==> config.mk <==
export PLATFORM = sky130hd
export DESIGN_NAME = fpu_compute_iter
export DESIGN_NICKNAME = d
export VERILOG_FILES = /design/src/rtl/fpu_pkg.sv /design/src/rtl/fpu_seq_muldiv.sv /design/src/rtl/fpu_compute_iter.sv
export SDC_FILE = /design/constraint.sdc
export NUM_CORES = 1
export LEC_CHECK = 0
export CORE_MARGIN = 8
export CORE_UTILIZATION = 43
export DETAILED_ROUTE_END_ITERATION = 8
export DONT_BUFFER_PORTS = 1
export GPL_ROUTABILITY_DRIVEN = 0
export GPL_TIMING_DRIVEN = 0
export SYNTH_ARGS = -nofsm -noshare
export SYNTH_HDL_FRONTEND = slang
export SYNTH_SLANG_ARGS = --single-unit
==> constraint.sdc <==
create_clock -name clk -period 8.2 [get_ports clk]
set_clock_uncertainty 0.15 [all_clocks]
set_input_delay 1.23 -clock clk [delete_from_list [all_inputs] [get_ports clk]]
set_output_delay 1.23 -clock clk [all_outputs]
set_load 0.01 [all_outputs]
==> src/rtl/fpu_pkg.sv <==
// Shared definitions for the FPU compute stage.
//   OP_ADD/OP_SUB/OP_MUL/OP_DIV : operator encodings on in_operator/operator
//   state_t                     : control FSM state of fpu_compute_iter
package fpu_pkg;

  localparam logic [1:0] OP_ADD = 2'b00;
  localparam logic [1:0] OP_SUB = 2'b01;
  localparam logic [1:0] OP_MUL = 2'b10;
  localparam logic [1:0] OP_DIV = 2'b11;

  typedef enum logic [1:0] {
    IDLE = 2'd0,
    MUL  = 2'd1,
    DIV  = 2'd2,
    DONE = 2'd3
  } state_t;

endpackage

==> src/rtl/fpu_seq_muldiv.sv <==
// Iterative multiply / divide datapath.
//   clk, rst_n : clock, asynchronous active-low reset
//   start      : load operands and begin (single-cycle pulse)
//   mode       : 0 = multiply (MAN_W iterations), 1 = divide (2*MAN_W iterations)
//   opa, opb   : multiply: opa * opb ; divide: (opa << MAN_W) / opb
//   done       : high during the final iteration cycle
//   result     : value the final iteration produces (valid while done is high)
module fpu_seq_muldiv #(
  parameter int unsigned MAN_W = 24
) (
  input  logic                 clk,
  input  logic                 rst_n,
  input  logic                 start,
  input  logic                 mode,
  input  logic [MAN_W-1:0]     opa,
  input  logic [MAN_W-1:0]     opb,
  output logic                 done,
  output logic [2*MAN_W-1:0]   result
);

  localparam int unsigned CNT_W = $clog2(2 * MAN_W) + 1;

  // acc: multiply product register (multiplier in low half), or divide remainder in low half.
  // sh : divide dividend bits shifted out MSB first, quotient bits shifted in at the LSB.
  logic [2*MAN_W-1:0] acc;
  logic [2*MAN_W-1:0] sh;
  logic [MAN_W-1:0]   opnd;
  logic [CNT_W-1:0]   cnt;
  logic               busy;
  logic               mode_q;

  logic [MAN_W:0]     mul_sum;
  logic [2*MAN_W-1:0] mul_nxt;
  logic [MAN_W:0]     trial;
  logic [MAN_W:0]     diff;
  logic               fits;
  logic [MAN_W-1:0]   rem_nxt;
  logic [2*MAN_W-1:0] div_sh_nxt;

  always_comb begin
    // Shift-add: add the multiplicand into the upper half when the current
    // multiplier bit (acc LSB) is set, then shift the whole product right.
    mul_sum    = {1'b0, acc[2*MAN_W-1:MAN_W]} + (acc[0] ? {1'b0, opnd} : '0);
    mul_nxt    = {mul_sum, acc[MAN_W-1:1]};
    // Restoring step: bring down next dividend bit, subtract divisor if it fits.
    trial      = {acc[MAN_W-1:0], sh[2*MAN_W-1]};
    fits       = (trial >= {1'b0, opnd});
    diff       = trial - {1'b0, opnd};
    rem_nxt    = fits ? diff[MAN_W-1:0] : trial[MAN_W-1:0];
    div_sh_nxt = {sh[2*MAN_W-2:0], fits};
    done       = busy && (cnt == CNT_W'(1));
    result     = mode_q ? div_sh_nxt : mul_nxt;
  end

  always_ff @(posedge clk or negedge rst_n) begin
    if (!rst_n) begin
      acc    <= '0;
      sh     <= '0;
      opnd   <= '0;
      cnt    <= '0;
      busy   <= 1'b0;
      mode_q <= 1'b0;
    end else if (start) begin
      busy   <= 1'b1;
      mode_q <= mode;
      if (mode) begin
        cnt  <= CNT_W'(2 * MAN_W);
        opnd <= opb;
        acc  <= '0;
        sh   <= {opa, {MAN_W{1'b0}}};
      end else begin
        cnt  <= CNT_W'(MAN_W);
        opnd <= opa;
        acc  <= {{MAN_W{1'b0}}, opb};
        sh   <= '0;
      end
    end else if (busy) begin
      cnt <= cnt - CNT_W'(1);
      if (cnt == CNT_W'(1)) begin
        busy <= 1'b0;
      end
      if (mode_q) begin
        acc <= {{MAN_W{1'b0}}, rem_nxt};
        sh  <= div_sh_nxt;
      end else begin
        acc <= mul_nxt;
      end
    end
  end

endmodule

==> src/rtl/fpu_compute_iter.sv <==
// FPU compute stage with valid/ready handshakes on both sides.
// Add/sub resolve in the accept cycle; mul/div run on fpu_seq_muldiv.
//   clk, rst_n                     : clock, asynchronous active-low reset
//   in_valid / in_ready            : operand handshake (in_ready only in IDLE)
//   in_sign_1/2, in_exponent,
//   in_mantissa_1/2, in_operator   : pre-aligned operands and operator
//   out_valid / out_ready          : result handshake
//   sign, exponent, mantissa,
//   operator, div_by_zero          : registered result, stable while out_valid
module fpu_compute_iter #(
  parameter int unsigned EXP_W = 8,
  parameter int unsigned MAN_W = 24
) (
  input  logic                 clk,
  input  logic                 rst_n,
  input  logic                 in_valid,
  output logic                 in_ready,
  input  logic                 in_sign_1,
  input  logic                 in_sign_2,
  input  logic [EXP_W-1:0]     in_exponent,
  input  logic [MAN_W-1:0]     in_mantissa_1,
  input  logic [MAN_W-1:0]     in_mantissa_2,
  input  logic [1:0]           in_operator,
  output logic                 out_valid,
  input  logic                 out_ready,
  output logic                 sign,
  output logic [EXP_W-1:0]     exponent,
  output logic [2*MAN_W-1:0]   mantissa,
  output logic [1:0]           operator,
  output logic                 div_by_zero
);

  import fpu_pkg::*;

  state_t             state;
  logic               sb;
  logic [MAN_W:0]     as_mag;
  logic               as_sign;
  logic               m2_zero;
  logic               md_start;
  logic               md_done;
  logic [2*MAN_W-1:0] md_result;

  assign in_ready = (state == IDLE);
  assign m2_zero  = (in_mantissa_2 == '0);
  assign md_start = in_valid && in_ready && in_operator[1]
                    && !((in_operator == OP_DIV) && m2_zero);

  // Sign-magnitude add/sub; subtraction folds into an effective sign of operand 2.
  always_comb begin
    sb      = in_sign_2 ^ (in_operator == OP_SUB);
    as_mag  = '0;
    as_sign = 1'b0;
    if (in_sign_1 == sb) begin
      as_mag  = {1'b0, in_mantissa_1} + {1'b0, in_mantissa_2};
      as_sign = in_sign_1;
    end else if (in_mantissa_1 > in_mantissa_2) begin
      as_mag  = {1'b0, in_mantissa_1} - {1'b0, in_mantissa_2};
      as_sign = in_sign_1;
    end else if (in_mantissa_2 > in_mantissa_1) begin
      as_mag  = {1'b0, in_mantissa_2} - {1'b0, in_mantissa_1};
      as_sign = sb;
    end
  end

  fpu_seq_muldiv #(
    .MAN_W(MAN_W)
  ) u_muldiv (
    .clk    (clk),
    .rst_n  (rst_n),
    .start  (md_start),
    .mode   (in_operator[0]),
    .opa    (in_mantissa_1),
    .opb    (in_mantissa_2),
    .done   (md_done),
    .result (md_result)
  );

  always_ff @(posedge clk or negedge rst_n) begin
    if (!rst_n) begin
      state       <= IDLE;
      out_valid   <= 1'b0;
      sign        <= 1'b0;
      exponent    <= '0;
      mantissa    <= '0;
      operator    <= '0;
      div_by_zero <= 1'b0;
    end else begin
      case (state)
        IDLE: begin
          if (in_valid) begin
            exponent    <= in_exponent;
            operator    <= in_operator;
            div_by_zero <= 1'b0;
            sign        <= in_operator[1] ? (in_sign_1 ^ in_sign_2) : as_sign;
            case (in_operator)
              OP_ADD, OP_SUB: begin
                mantissa  <= {{(MAN_W-1){1'b0}}, as_mag};
                out_valid <= 1'b1;
                state     <= DONE;
              end
              OP_MUL: state <= MUL;
              default: begin
                if (m2_zero) begin
                  mantissa    <= '1;
                  div_by_zero <= 1'b1;
                  out_valid   <= 1'b1;
                  state       <= DONE;
                end else begin
                  state <= DIV;
                end
              end
            endcase
          end
        end
        MUL, DIV: begin
          if (md_done) begin
            mantissa  <= md_result;
            out_valid <= 1'b1;
            state     <= DONE;
          end
        end
        DONE: begin
          if (out_ready) begin
            out_valid <= 1'b0;
            state     <= IDLE;
          end
        end
        default: state <= IDLE;
      endcase
    end
  end

endmodule

==> results.json <==
{
  "num_io_pins": 126,
  "synthArstFlopShare_pct": 100,
  "crit_path_top_delay_cell": "nor2_1",
  "area_growth_syn_to_layout_pct": 7.53,
  "grt_antenna_before_repair": 1,
  "clockBufferDepth": 2,
  "fmax_ghz": 0.215,
  "grt_pass1_wl_mm": 105,
  "final_hold_viol_count": 0,
  "ir_worst_vdd_v": 0.000208,
  "syn_inst": 2076,
  "fin_ws_ps": 3550,
  "crit_fanout": 10,
  "crit_top_cell": "clkbuf_1",
  "drv_slew": 0,
  "fillers": 3790,
  "worstHoldPathType": "in -> async",
  "cp_data_arrival_time_ps": 4890,
  "dpl_worst_slack_ps": 3380,
  "die_h_um": 211,
  "synth_edf_count": 0,
  "hold-worst-slack_ps": 307,
  "critPathBufInv": 4,
  "cts_hold_buffers": 0,
  "syn-num-nets": 2270,
  "ant_nets": 0,
  "critPathMaxStageDelay_ps": 810,
  "yosysWarnings": 0,
  "cts-root-buf": "clkbuf_16",
  "avgSynthCellArea_um2": 7.91,
  "ff_latch_area_mm2": 0.00480,
  "dieArea_mm2": 0.0447,
  "cp-end-kind": "register",
  "crit_required_ps": 8440,
  "cp_top_family": "buffers and inverters",
  "start_util_pct": 43.6,
  "crit_chain": "clkbuf_1 -> inv_1 -> clkbuf_1 -> or3_1 -> nor2_1 -> clkbuf_1 -> nand2_1 -> a21oi_1",
  "netlist_area_mm2": 0.0164,
  "grt_usage_pct": 31.0,
  "h-tree-depth": 4,
  "core_area_mm2": 0.0377,
  "rsz0062_at_grt": "false",
  "tightest_slew_ps": 1170,
  "remaining_drc_errors": 0,
  "rows": 71,
  "cts_setup_buffers": 0,
  "clkTransAtPathRegs_ps": 90,
  "avgViaCountPerCell": 6.57,
  "diodes": 0,
  "finalSetupViolations": 0,
  "layout_min_cycle_time_ps": 4650,
  "grt_max_degree": 193,
  "cellPowerDensity_mw_per_mm2": 425,
  "start_kind": "input port",
  "via_count": 17200,
  "synth_area_leaders": "dfrtp_1 29%, ha_1 9.5%, a21oi_1 6.4%, nand2_1 5.8%, o21ai_0 4.7%",
  "ys_types": 100,
  "ys_seq_area_share_pct": 29.3,
  "cts_buffers": 17,
  "finalNetCount": 2289,
  "max_cap_viol_count": 0,
  "synthFlopType": "dfrtp_1",
  "first_pass_iters": 8,
  "synth_top_area_cell": "dfrtp_1",
  "status": "finished clean",
  "dp_hpwl_mm": 56.1,
  "first_iter_violations": 2505,
  "tritoncts": "done",
  "wire_per_inst_um": 27.1,
  "grt_pass1_vias": 16200,
  "multi_input_area_mm2": 0.0106,
  "final_layout_size_suffix_gt1_share_pct": 4.84,
  "synth_top_cell_area_share_pct": 29.3,
  "grt-ovfl-total": 0,
  "port_buffers": 0,
  "worstSetupPathDepth": 8,
  "period_share_pct": 56.7,
  "cts_sinks": 192,
  "p_leak_nw": 7.79,
  "totalWireLength_mm": 71.1,
  "worstSkewPairLatency_ps": 460,
  "ys_seq_elements": 192,
  "finalSetupTns_ps": 0,
  "critPathKind": "in -> reg",
  "maxSlewHeadroom_pct": 21.7,
  "ff2ff_path_depth": 13,
  "finalPower_mw": 7.50,
  "cts_resized": 0,
  "die_x_um": 211
}
[cells in the mapped netlist, types with 38 or more instances]
library cell,number
nor3_1,38
dfrtp_1,192
nand3_1,65
mux2i_1,56
clkbuf_1,85
xnor2_1,44
o21ai_0,153
inv_1,126
nor2_1,180
a21oi_1,210
nand2_1,255
ha_1,125
[sequential cells by signal, summed over array words and instances, names as in the netlist]
signal           flops
u_muldiv.mode_q      1
operator             2
exponent             8
u_muldiv.busy        1
out_valid            1
u_muldiv.acc        48
div_by_zero          1
u_muldiv.opnd       24
mantissa            48
state                2
sign                 1
u_muldiv.sh         48
u_muldiv.cnt         7
[layer usage]
metal | global-route usage, % | up-vias | share of wire [%]
met5 | 0 | - | 0
met1 | 41.5 | 8235 | 40
met2 | 44.9 | 1202 | 41
li1 | - | 7519 | -
met4 | 15.3 | 0 | 5.7
met3 | 9.39 | 240 | 13
[layout make-up]
cell class	count	share of cell area (%)
plain buffers	124	3.10
inverters	127	2.70
flip-flops and latches	192	27.2
multi-input cells	1633	60.0
well taps	511	3.62
clock buffers	17	2.41
clock inverters	15	0.971
[kinds of logic after synthesis]
group	share of synthesized area, %
AOI/OAI and AO/OA	27.9
and+or+nand+nor	19.0
buffers and inverters	6.23
DFF	29.3
adders and majority gates	10.1
muxes	4.17
xor gates and xnor gates	3.31
[power breakdown]
| group | internal, mW | total [mW] | switching, mW |
|---|---|---|---|
| combinational | 1.67 | 4.67 | 3.00 |
| clock | 0.411 | 0.870 | 0.459 |
| sequential | 1.41 | 1.96 | 0.553 |
| total | 3.49 | 7.50 | 4.01 |
[through the flow]
step | util, % | instances | area [um^2]
after CTS | 46.9 | 2619 | 17700
after detailed placement | 45.3 | 2587 | 17100
final | 46.9 | 2619 | 17700
after floorplan | - | 2076 | 16400
after global routing | 46.9 | 2619 | 17700
after global placement | 45.3 | 2587 | 17100
[placed cells by master, fill, tap and decap left out, drive strengths merged, types with 56 or more instances in the layout]
cell type  instances
clkbuf           102
mux2i             56
ha               125
nor2             181
o21ai            159
nand3             65
dfrtp            192
inv              131
nand2            258
a21oi            210
[worst paths after layout]
| check | to | slack (ps) | startpoint |
|---|---|---|---|
| worst max-delay path | u_muldiv.sh[45]$_DFFE_PN0P_ | 3550 | in_operator[0] |
| max in group asynchronous | mantissa[45]$_DFFE_PN0P_ | 7190 | rst_n |
| worst min-delay path | u_muldiv.acc[34]$_DFFE_PN0P_ | 310 | rst_n |
| min in group clk | u_muldiv.opnd[23]$_DFFE_PN0P_ | 330 | u_muldiv.opnd[23]$_DFFE_PN0P_ |
| worst min register to register | u_muldiv.opnd[23]$_DFFE_PN0P_ | 330 | u_muldiv.opnd[23]$_DFFE_PN0P_ |
| worst max register to register | u_muldiv.acc[45]$_DFFE_PN0P_ | 4110 | u_muldiv.acc[0]$_DFFE_PN0P_ |
Power figures use the tool's default switching activity.
